--- src/rtl/fetch_pkg.sv ---
// Shared types and constants for the instruction fetch unit.
package fetch_pkg;

    typedef enum logic [1:0] {
        REQ  = 2'd0,
        WAIT = 2'd1,
        HOLD = 2'd2
    } fetch_state_t;

    localparam logic [31:0] NOP_INSTR        = 32'h0000_0013;
    localparam logic [31:0] DEFAULT_RESET_PC = 32'h0000_0000;
    localparam logic [31:0] PC_INCR          = 32'd4;

    // Instruction addresses are word aligned; the two low bits are always dropped.
    function automatic logic [31:0] align_pc(input logic [31:0] addr);
        return {addr[31:2], 2'b00};
    endfunction

endpackage

--- src/rtl/fetch_pc_reg.sv ---
// Program counter register: reset, redirect load and sequential increment.
module fetch_pc_reg
    import fetch_pkg::*;
#(
    parameter logic [31:0] RESET_PC = DEFAULT_RESET_PC
) (
    input  logic        clk,
    input  logic        rst,
    input  logic        i_load,
    input  logic [31:0] i_load_pc,
    input  logic        i_incr,
    output logic [31:0] o_pc
);

    logic [31:0] r_pc;

    // A redirect wins over the increment when both land on the same edge.
    always_ff @(posedge clk) begin
        if (rst) begin
            r_pc <= RESET_PC;
        end else if (i_load) begin
            r_pc <= align_pc(i_load_pc);
        end else if (i_incr) begin
            r_pc <= r_pc + PC_INCR;
        end
    end

    assign o_pc = r_pc;

endmodule

--- src/rtl/instr_fetch_unit.sv ---
// Instruction fetch: one outstanding memory read, registered hand-off to decode,
// redirect from execute with stale-response discard.
module instr_fetch_unit
    import fetch_pkg::*;
#(
    parameter logic [31:0] RESET_PC  = DEFAULT_RESET_PC,
    parameter logic [31:0] NOP_INSTR = fetch_pkg::NOP_INSTR
) (
    input  logic         clk,
    input  logic         rst,
    output logic         imem_req,
    output logic [31:0]  imem_addr,
    input  logic         imem_rvalid,
    input  logic [31:0]  imem_rdata,
    output logic [31:0]  instr,
    output logic [31:0]  instr_pc,
    output logic         instr_valid,
    input  logic         instr_ready,
    input  logic         redirect,
    input  logic [31:0]  redirect_pc,
    output fetch_state_t dbg_state
);

    // Decode handshake: instr/instr_pc are stable while instr_valid=1 and the word
    // is consumed on any rising edge where instr_valid=1 and instr_ready=1.
    fetch_state_t r_state;
    logic         r_discard;
    logic         r_imem_req;
    logic         r_instr_valid;
    logic [31:0]  r_instr;
    logic [31:0]  r_instr_pc;
    logic [31:0]  w_pc;
    logic         w_handshake;

    assign w_handshake = (r_state == HOLD) && instr_ready;

    fetch_pc_reg #(
        .RESET_PC (RESET_PC)
    ) u_pc (
        .clk       (clk),
        .rst       (rst),
        .i_load    (redirect),
        .i_load_pc (redirect_pc),
        .i_incr    (w_handshake),
        .o_pc      (w_pc)
    );

    always_ff @(posedge clk) begin
        if (rst) begin
            r_state       <= REQ;
            r_discard     <= 1'b0;
            r_imem_req    <= 1'b0;
            r_instr_valid <= 1'b0;
            r_instr       <= NOP_INSTR;
            r_instr_pc    <= RESET_PC;
        end else begin
            r_imem_req <= 1'b0;
            if (redirect) begin
                r_instr_valid <= 1'b0;
                r_instr       <= NOP_INSTR;
                // An in-flight read must still drain; its data is thrown away.
                if ((r_state == WAIT) && !imem_rvalid) begin
                    r_discard <= 1'b1;
                end else begin
                    r_discard  <= 1'b0;
                    r_state    <= REQ;
                    r_imem_req <= 1'b1;
                end
            end else begin
                case (r_state)
                    REQ: begin
                        // Right after reset REQ is entered with no request pending.
                        if (r_imem_req) begin
                            r_state <= WAIT;
                        end else begin
                            r_imem_req <= 1'b1;
                        end
                    end
                    WAIT: begin
                        if (imem_rvalid) begin
                            if (r_discard) begin
                                r_discard  <= 1'b0;
                                r_state    <= REQ;
                                r_imem_req <= 1'b1;
                            end else begin
                                r_instr       <= imem_rdata;
                                r_instr_pc    <= w_pc;
                                r_instr_valid <= 1'b1;
                                r_state       <= HOLD;
                            end
                        end
                    end
                    HOLD: begin
                        if (instr_ready) begin
                            r_instr_valid <= 1'b0;
                            r_instr       <= NOP_INSTR;
                            r_state       <= REQ;
                            r_imem_req    <= 1'b1;
                        end
                    end
                    default: begin
                        r_state <= REQ;
                    end
                endcase
            end
        end
    end

    assign imem_req    = r_imem_req;
    assign imem_addr   = w_pc;
    assign instr       = r_instr;
    assign instr_pc    = r_instr_pc;
    assign instr_valid = r_instr_valid;
    assign dbg_state   = r_state;

endmodule
--- config.mk ---
export PLATFORM = sky130hd
export DESIGN_NAME = instr_fetch_unit
export DESIGN_NICKNAME = d
export VERILOG_FILES = /design/src/rtl/fetch_pkg.sv /design/src/rtl/fetch_pc_reg.sv /design/src/rtl/instr_fetch_unit.sv
export SDC_FILE = /design/constraint.sdc
export NUM_CORES = 1
export LEC_CHECK = 0
export CORE_MARGIN = 2
export CORE_UTILIZATION = 46
export CTS_CLUSTER_DIAMETER = 30
export DETAILED_ROUTE_END_ITERATION = 8
export MAX_ROUTING_LAYER = met4
export PLACE_DENSITY = 0.81
export SLEW_MARGIN = 20
export SYNTH_ARGS = -nofsm -noshare
export SYNTH_HDL_FRONTEND = slang
export SYNTH_HIERARCHICAL = 1
export SYNTH_SLANG_ARGS = --single-unit
--- constraint.sdc ---
create_clock -name clk -period 2.6 [get_ports clk]
set_input_delay 0.26 -clock clk [delete_from_list [all_inputs] [get_ports clk]]
set_output_delay 0.26 -clock clk [all_outputs]
set_load 0.02 [all_outputs]
Word level (Yosys, flattened, before mapping)

Cells that the tools add are included.

Add/sub/neg operators: 1
Multiply operators: 0
Divide/modulo/power cells: 0
$lt $le $gt $ge: 0
Eq/ne operators: 9
Shifts and indexed selects: 0
Mux-type cells: 28
Bitwise operators: 2
Reduce and logical (&&, ||, !) cells: 13

Operator list:

| kind                  | count |
|---|---|
| $mux 32               | 5 |
| $pmux 32 s2           | 1 |
| $add 32x3->32 const B | 1 |
| $mux 1                | 13 |
| $mux 2                | 6 |
| $reduce_and 4->1      | 3 |
| $ne 3x3->1 const B    | 3 |
| $ne 2x2->1 const B    | 4 |
| $reduce_bool 2->1     | 4 |
| $pmux 2 s3            | 1 |
| $pmux 1 s3            | 1 |
| $eq 2x1->1 const B    | 1 |
| $eq 2x2->1 const B    | 1 |
| $logic_and 1x1->1     | 2 |
| $logic_not 2->1       | 1 |
| $not 1->1             | 2 |
| $pmux 1 s2            | 1 |
| $reduce_and 2->1      | 1 |
| $reduce_or 2->1       | 1 |
| $logic_not 1->1       | 1 |

Register bits after elaboration: 101
Bits in latches: 0
RAM bits: 0
Memory bits (read-only): 0
Output and inout bits: 100
Word-level logic and storage cells: 61
Memories kept: 0

Longest topological paths before layout

Depth after elaboration: 4
Depth in mapped cells: 8
Mapped depth without buffers: 6

By module

Netlist, hierarchy kept.

By module, submodules not included:

| module           | times used | cells each | area each (µm²) | sequential area each (µm²) |
|---|---|---|---|---|
| instr_fetch_unit | 1          | 321        | 2959.1          | 1381.3 |
| fetch_pc_reg     | 1          | 251        | 1929.4          | 600.6 |

Worst setup path after synthesis

OpenSTA, ideal clock, no wires.

Path kind: register to register
From: register r_state[0], in the netlist dbg_state[0]
To: register u_pc.r_pc[16], in the netlist u_pc/o_pc[16]
Arrival time: 1.954 ns
Data required time: 2.509 ns
Slack: 0.555 ns
Stages on the path, launching flop included: 8
Cell sequence: dfxtp_1 -> clkbuf_2 -> nand3b_1 -> inv_1 -> buf_2 -> nand2_1 -> or4_1 -> a311oi_1

Longest elaborated chain between the ends: 3

Ends and longest elaborated chain:

| element                            | line                   | source |
|---|---|---|
| from (decl)                        | instr_fetch_unit.sv:26 | `fetch_state_t r_state;` |
| from (signal assigned)             | instr_fetch_unit.sv:50 | `r_state <= REQ;` |
| from (signal assigned)             | instr_fetch_unit.sv:66 | `r_state <= REQ;` |
| from (signal assigned)             | instr_fetch_unit.sv:74 | `r_state <= WAIT;` |
| $eq 2x2->1                         | instr_fetch_unit.sv:35 | `assign w_handshake = (r_state == HOLD) && instr_ready;` |
| $logic_and 1x1->1                  | instr_fetch_unit.sv:35 |  |
| net w_handshake                    | instr_fetch_unit.sv:33 | `logic w_handshake;` |
| $reduce_bool 2->1 (no source line) | -                      |  |
| to (signal assigned)               | fetch_pc_reg.sv:22     | `r_pc <= align_pc(i_load_pc);` |
| to (signal assigned)               | fetch_pc_reg.sv:24     | `r_pc <= r_pc + PC_INCR;` |
| to (decl)                          | fetch_pc_reg.sv:15     | `logic [31:0] r_pc;` |

The timed path passes the listed nets, and every way through them passes these cells.
A chain may end at the register's enable or synchronous reset.

Worst setup path in the final report

From: register r_state[1], in the netlist dbg_state[1]
To: register u_pc.r_pc[21], in the netlist u_pc/o_pc[21]

Same word-level chain as after synthesis.

==> summary.md <==
| Metric | Value |
|---|---|
| Remaining antenna violation count after routing | `0` |
| Crit path launch type | `register` |
| Final Hold Slack | `0.435 ns` |
| Placed insts | `840` |
| Fill cells | `853` |
| CP Capture Type | `register` |
| Post-synth ARST share | `0` |
| Largest family of logic cells by synthesized area | `simple AND/OR/NAND/NOR gates` |
| # resized after CTS | `0` |
| Worst Path Required | `2.83 ns` |
| CP Cell Sequence | `nand3b_1, inv_1, nand3_1, nor3_1, a311oi_1, a2111oi_0` |
| 1st-pass router iterations | `5` |
| Synth Area in Adders | `0.00256` |
| P_sw | `around 0.0008 W` |
| Max Clock Freq | `457 MHz` |
| DR iter-0 viols | `around 440` |
| Critical path launch point | `dbg_state[1]` |
| Largest net degree at the start of global routing | `roughly 110` |
| Layout cells sized above 1 | `0.110` |
| Hold_buf cts | `0` |
| First-pass GRT wire length | `between 20,000 and 25,000 µm` |
| CTS Buf Count | `9` |
| Post-Route WL | `~14,000 µm` |
| CTS tree | `done` |
| Net Sw Frac | `0.246` |
| Worst Skew | `0.00755 ns` |
| Combinational share of power | `0.140` |
| Max-cap violations | `0` |
| Multiplexer share of the synthesized area | `0.00410` |
| Setup-failing EPs final | `0` |
| Final core occ | `0.661` |
| Outcome | `complete, no violations` |
| Number of global-route vias before repair | `4,487` |
| Later-pin clock latency in the skew report | `0.35 ns` |
| Arr. time, crit path | `2.41 ns` |
| Unrepaired setup endpoints after global routing | `false` |
| FP Rows | `37` |
| Hold crit path type | `input port to register` |
| P_leak | `approximately 2.3 nW` |
| Int Pwr | `~0.0025 W` |
| # DRC | `0` |
| Fraction of the mapped netlist area in compound gates | `0.175` |
| Synth unique cells | `61` |
| Kind of critical path | `register to register` |
| Clock Power Share | `0.362` |
| CP max-delay cell | `dfxtp_1` |
| Min cycle time layout | `about 2.2 ns` |
| Synthesized area per cell | `between 8 and 9 µm²` |
| Simple-gate area share of the yosys netlist | `0.328` |
| Final Non-Filler Cells | `about 860` |
| Post-DP HPWL | `approximately 9800 µm` |
| Setup TNS Final | `0 ns` |
| Height of the die | `107 µm` |
| Initial antenna violation count | `0` |
| Register area share after synthesis | `0.405` |
| Sequential power share | `0.498` |
| Ant. Diodes | `0` |
| Postcts setup bufs | `0` |
| Synth top area cells | `dfxtp_1, nand4b_1, o21ai_2, a21oi_1, nand2b_1` |
| Leading area contributor after synthesis | `dfxtp_1` |
| Maximum VDD drop | `0.000340 V` |
| GP Congestion | `between 0.8 and 0.9` |
| Hold_sp | `rst` |
| Final slew viol count | `0` |
| Post-Syn Area | `between 4000 and 5000 µm²` |
| Via Count | `just under 5,000` |
| Cells after Synth | `about 570` |
| GRT Residual Overflow | `0` |
| Post-Synth XOR/XNOR Area | `0.0197` |
| Top-area cell type share of the netlist area | `0.405` |
| Fin nets | `approximately 790` |
| Worst slew pin tran | `0.687 ns` |
| CTS max path bufs | `2` |
| Ports | `approximately 170` |
| Post-synth EDFFs | `0` |
| Initial core utilization | `0.474` |
| Area growth from synthesis to layout | `39.5%` |
| Vias per cell | `roughly 5.7` |
| Crit-path max cell delay | `0.52 ns` |
| Fin. Hold Viols | `0` |
| Sink Count | `between 90 and 100` |
| WL per Instance | `16.7 µm` |
| Main flop type after synthesis | `dfxtp_1` |
| Yosys Warn Count | `6` |
| Yosys reg bits | `99` |
| Reg clk slew, reported paths | `~0.09 ns` |
| Share of the clock period used by the worst path | `0.841` |
| Die width | `107 µm` |
| Peak fanout along the critical path | `11` |
| Total GRT Usage | `0.246` |
| CTS root buf | `clkbuf_8` |
| IO Port Bufs | `164` |
| FF-to-FF Start | `dbg_state[1]` |
| Core footprint | `just over 10,000 µm²` |
| Worst slew margin | `0.538` |
| R2R Setup Slk | `0.41 ns` |
| Die Area | `11,500 µm²` |
| PD cells | `approximately 480 nW/µm²` |
| H-tree levels | `3` |
## worst paths after layout
| kind | end | cells past startpoint |
|---|---|---|
| worst max-delay path | u_pc/o_pc[21] | 6 |
| worst min-delay path | u_pc/o_pc[3] | 3 |
| worst max register to register | u_pc/o_pc[21] | 6 |
| worst min register to register | instr[7] | 2 |
## Yosys cell counts (4+ instances only)
cell type,number
o21ai_2,30
dfxtp_1,99
a21oi_1,46
buf_1,4
nor2_1,31
nor3b_1,7
xor2_1,5
buf_4,5
or4_1,4
nor3_1,9
nand2b_1,34
a311oi_1,7
buf_6,7
inv_1,7
and3_1,8
nor4_1,10
nand4b_1,34
a211oi_1,11
clkbuf_1,18
nand3_1,41
buf_2,16
nand2_1,53
xnor2_1,6
nor2b_1,4
o21ai_0,10
nand4_1,16
## power groups by stage
| stage | Sequential, W | Combinational, W | Clock, W |
|---|---|---|---|
| global placement | 0.00165 | 0.000446 | 0 |
| detailed placement | 0.00166 | 0.000452 | 0 |
| finish | 0.00162 | 0.000457 | 0.00118 |
| global route | 0.00163 | 0.000488 | 0.00126 |
| floorplan | 0.00169 | 0.000178 | 0 |
| CTS | 0.00162 | 0.000455 | 0.00121 |
## cell families after synthesis
kind of cell | after synthesis
simple gates | 275
compound gates | 124
flops | 99
buf+inv | 59
xor+xnor | 11
mux | 2
fa+ha+maj | 1
other cells | 1
## sequential cells by signal (all words and copies together), names as in the netlist
register,flops
dbg_state,2
r_discard,1
instr_pc,32
imem_req,1
instr_valid,1
instr,32
u_pc/o_pc,30
## stage by stage
step	instance area, µm²	total power (W)	setup WS (ns)
after global routing	6820	0.00338	0.0990
after CTS	6820	0.00328	0.401
after global placement	6580	0.00210	0.355
after detailed placement	6580	0.00211	0.199
final	6820	0.00326	0.413
after floorplan	4890	0.00187	0.555
## critical path: cells and delay by family (launching register included)
kind	cells	cell delay [ns]
compound gates	2	0.56
flops	1	0.52
simple gates	3	0.77
buf+inv	1	0.22
## per-layer routing
| layer | GRT usage | routed length [µm] | up-vias |
|---|---|---|---|
| met4 | 0.0844 | 201 | 0 |
| met2 | 0.380 | 6630 | 259 |
| met3 | 0.0450 | 1270 | 16 |
| met5 | - | 0 | - |
| li1 | - | - | 2362 |
| met1 | 0.325 | 6180 | 2278 |
## final cells by class
class                      count  area, µm²  area share
sequential                    99       1980       0.291
clock inverter                 5        100      0.0147
tap                          136        170      0.0250
clock buffer                  11        141      0.0207
timing repair buffer         182       1800       0.263
inverter                       8       30.0     0.00440
multi-input combinational    415       2600       0.381
## cell usage in the layout (no fill, tap or decap), types with 3 or more instances in the layout
master	n
clkdlybuf4s50_1	163
dfxtp_1	99
nand2_1	53
a21oi_1	46
nand3_1	41
nand2b_1	34
nand4b_1	34
o21ai_2	30
nor2_1	30
buf_4	16
nand4_1	16
a211oi_1	11
o21ai_0	10
clkbuf_8	10
nor4_1	10
nor3_1	9
and3_1	8
inv_1	7
a311oi_1	7
nor3b_1	7
xnor2_1	6
xor2_1	5
nor2b_1	4
or4_1	4
or3b_2	3
a21o_1	3
bufinv_16	3
a2111oi_0	3
o211ai_1	3
(Power assumes the default switching activity.)
==> RTL change, RTL diff (config.mk and constraints unchanged) <==
Reset style: asynchronous (`rst`), changed in 2 clocked blocks.
--- a/src/rtl/fetch_pc_reg.sv
+++ b/src/rtl/fetch_pc_reg.sv
@@ -16,5 +16,5 @@
 
     // A redirect wins over the increment when both land on the same edge.
-    always_ff @(posedge clk) begin
+    always_ff @(posedge clk or posedge rst) begin
         if (rst) begin
             r_pc <= RESET_PC;
--- a/src/rtl/instr_fetch_unit.sv
+++ b/src/rtl/instr_fetch_unit.sv
@@ -46,5 +46,5 @@
     );
 
-    always_ff @(posedge clk) begin
+    always_ff @(posedge clk or posedge rst) begin
         if (rst) begin
             r_state       <= REQ;
Behaviour: differs if rst is asserted again (counterexample within 4 cycles, from zero or initial values and one cycle with rst high); with rst held inactive, the same outputs for 4 cycles.
==> RTL change against the unedited design <==
Count of clock-buffer cells in the layout is 1 higher. Wire length is 18% lower. Area after synthesis down 6.9%. Setup slack better by 0.0099 ns. Sequential cell count unchanged. Cell area fell by 6.2%. Core utilization barely moved. Global-route usage down 1.7 points. Non-clock buffer count shrank 11. Critical path type unchanged. Highest routed layer unchanged.
Power is not compared: it rests on default switching activity, and its combinational part moved more than twofold at a synthesized area within 25%.
==> RTL change: results (changes against the unedited design) <==
| Metric | Value |
|---|---|
| Via count | `3596 (-27%)` |
| GPL Wtd Cong | `0.9016 (+1.5%)` |
| List of most frequent post-synthesis cells | `dfrtp_1 (96), mux2_4 (30), a22o_1 (29), nand2_1 (29), nor2_1 (20)` |
| Layout cell share with drive strength beyond 1 | `12.26% (+1.3 points)` |
| Worst hold slack | `0.2193 ns (-0.2153 ns)` |
| Area after DPL | `6238 µm² (-5.2%)` |
| Worst-Skew Late Latency | `0.37 ns (+0.02 ns)` |
| Worst Hold Class | `in2async` |
| Largest net degree at the start of global routing | `55 (-48%)` |
| R2R depth | `4 (-2)` |
| Cells after DPL | `648 (-23%)` |
| Fmax | `459.2 MHz (+0.45%)` |
| Inverters, non-clock | `6 (-2)` |
| Cell count after synthesis | `367 (-36%)` |
| Synth top area cells | `dfrtp_1 (53%), mux2_4 (9.9%), a22o_1 (5.6%)` |
| WL/cell | `17.60 µm (+5.5%)` |
| Filler cells | `750 (-12%)` |
| Die area | `10710 µm² (-6.6%)` |
| Post-synthesis compound-gate area fraction | `12.64% (-4.8 points)` |
| Worst slew margin | `28.99% (-25 points)` |
| First-pass GRT wire length | `18310 µm (-17%)` |
| Worst path arrival time | `2.46 ns (+0.05 ns)` |
| DRT iter0 DRCs | `140 (-68%)` |
| Count of multi-input gates | `239 (-42%)` |
| CTS resizes | `0 (unchanged)` |
| Fraction of area in multi-input gates | `28.98% (-9.1 points)` |
| Final Routed Wirelength | `11670 µm (-18%)` |
| CTS buffer count | `9 (unchanged)` |
| Post-CTS Setup Bufs | `0 (unchanged)` |
| Worst-path clk slew | `0.09 ns (about the same)` |
| Fin area | `6399 µm² (-6.2%)` |
| Post-synthesis async set-or-reset flop share | `100.0% (+100 points)` |
| Seq Cell Count | `99 (unchanged)` |
| Status | `complete, no violations` |
| RR Startpoint | `u_pc/o_pc[5]$_DFFE_PP0N_` |
| HPWL after detailed placement | `8250 µm (-16%)` |
| ClkCell Share | `2.503% (-1.0 points)` |
| Worst reg2reg path endpoint | `u_pc/o_pc[29]$_DFFE_PP0N_` |
| Sequential fraction of total cell area | `38.78% (+9.7 points)` |
| CLK BUF | `12 (+1)` |
| Adder-Cell Fraction of Synth Area | `0.2748% (+0.019 points)` |
| CP Max Fanout | `15 (+4)` |
| Antenna violations before repair | `0 (unchanged)` |
| Nets | `596 (-24%)` |
| Clk_skew | `0.009085 ns (+0.001532 ns)` |
| Post-synthesis sequential area ratio | `54.49% (+14 points)` |
| GRT Total Usage | `22.95% (-1.7 points)` |
| Signal buffers share of area | `26.79% (+0.44 points)` |
| Post-Synth XOR/XNOR Area | `2.501% (+0.53 points)` |
| Post-Place Setup Slack | `0.2477 ns (+0.04902 ns)` |
| Number of non-clock buffers | `171 (-6.0%)` |
| Synth Flop Type | `dfrtp_1` |
| CTS Buffer Depth | `2 (unchanged)` |
| Mux contribution to synthesized area | `10.61% (+10 points)` |
| Synth cell types | `52 (-15%)` |
| CTS H-tree lvls | `3 (unchanged)` |
-- RTL change: cell count changes in the layout (fill, tap and decap cells not counted), moves of 30 or more --
cell / change
o21ai_2: -30
a21oi_1: -45
dfxtp_1: -99
nand2b_1: -30
dfrtp_1: +96
nand4b_1: -33
mux2_4: +30
-- RTL change: per-layer routing --
| layer | GRT usage [%] | wire length [µm] |
|---|---|---|
| met1 | 30.18 | 5014 |
| met2 | 36.13 | 5766 |
| met3 | 3.629 | 679 |
| met4 | 8.401 | 209 |
| met5 | - | 0 |
-- RTL change: how the worst max path moves through the flow --
| stage | from | to |
|---|---|---|
| 6_report | u_pc/o_pc[5]$_DFFE_PP0N_ | u_pc/o_pc[29]$_DFFE_PP0N_ |
| 5_1_grt | u_pc/o_pc[5]$_DFFE_PP0N_ | u_pc/o_pc[21]$_DFFE_PP0N_ |
| 4_1_cts | u_pc/o_pc[5]$_DFFE_PP0N_ | u_pc/o_pc[29]$_DFFE_PP0N_ |
| 3_5_place_dp | instr_ready | u_pc/o_pc[22]$_DFFE_PP0N_ |
| 3_3_place_gp | instr_ready | u_pc/o_pc[28]$_DFFE_PP0N_ |
| 2_1_floorplan | dbg_state[0]$_DFFE_PP0P_ | u_pc/o_pc[18]$_DFFE_PP0N_ |
-- RTL change: critical path, cell delays in order, from the launching register on --
cell     delay (ns)
dfrtp_1        0.50
and4_1         0.51
nand4_4        0.31
or4_1          0.59
a31oi_1        0.17
-- RTL change: power groups by stage --
stage               clock network, W  registers [W]  logic, W
floorplan                          0        0.00265  0.000728
global placement                   0        0.00221   0.00213
detailed placement                 0        0.00224   0.00216
CTS                         0.000884        0.00222   0.00217
global route                0.000947        0.00227   0.00228
finish                      0.000862        0.00222   0.00215
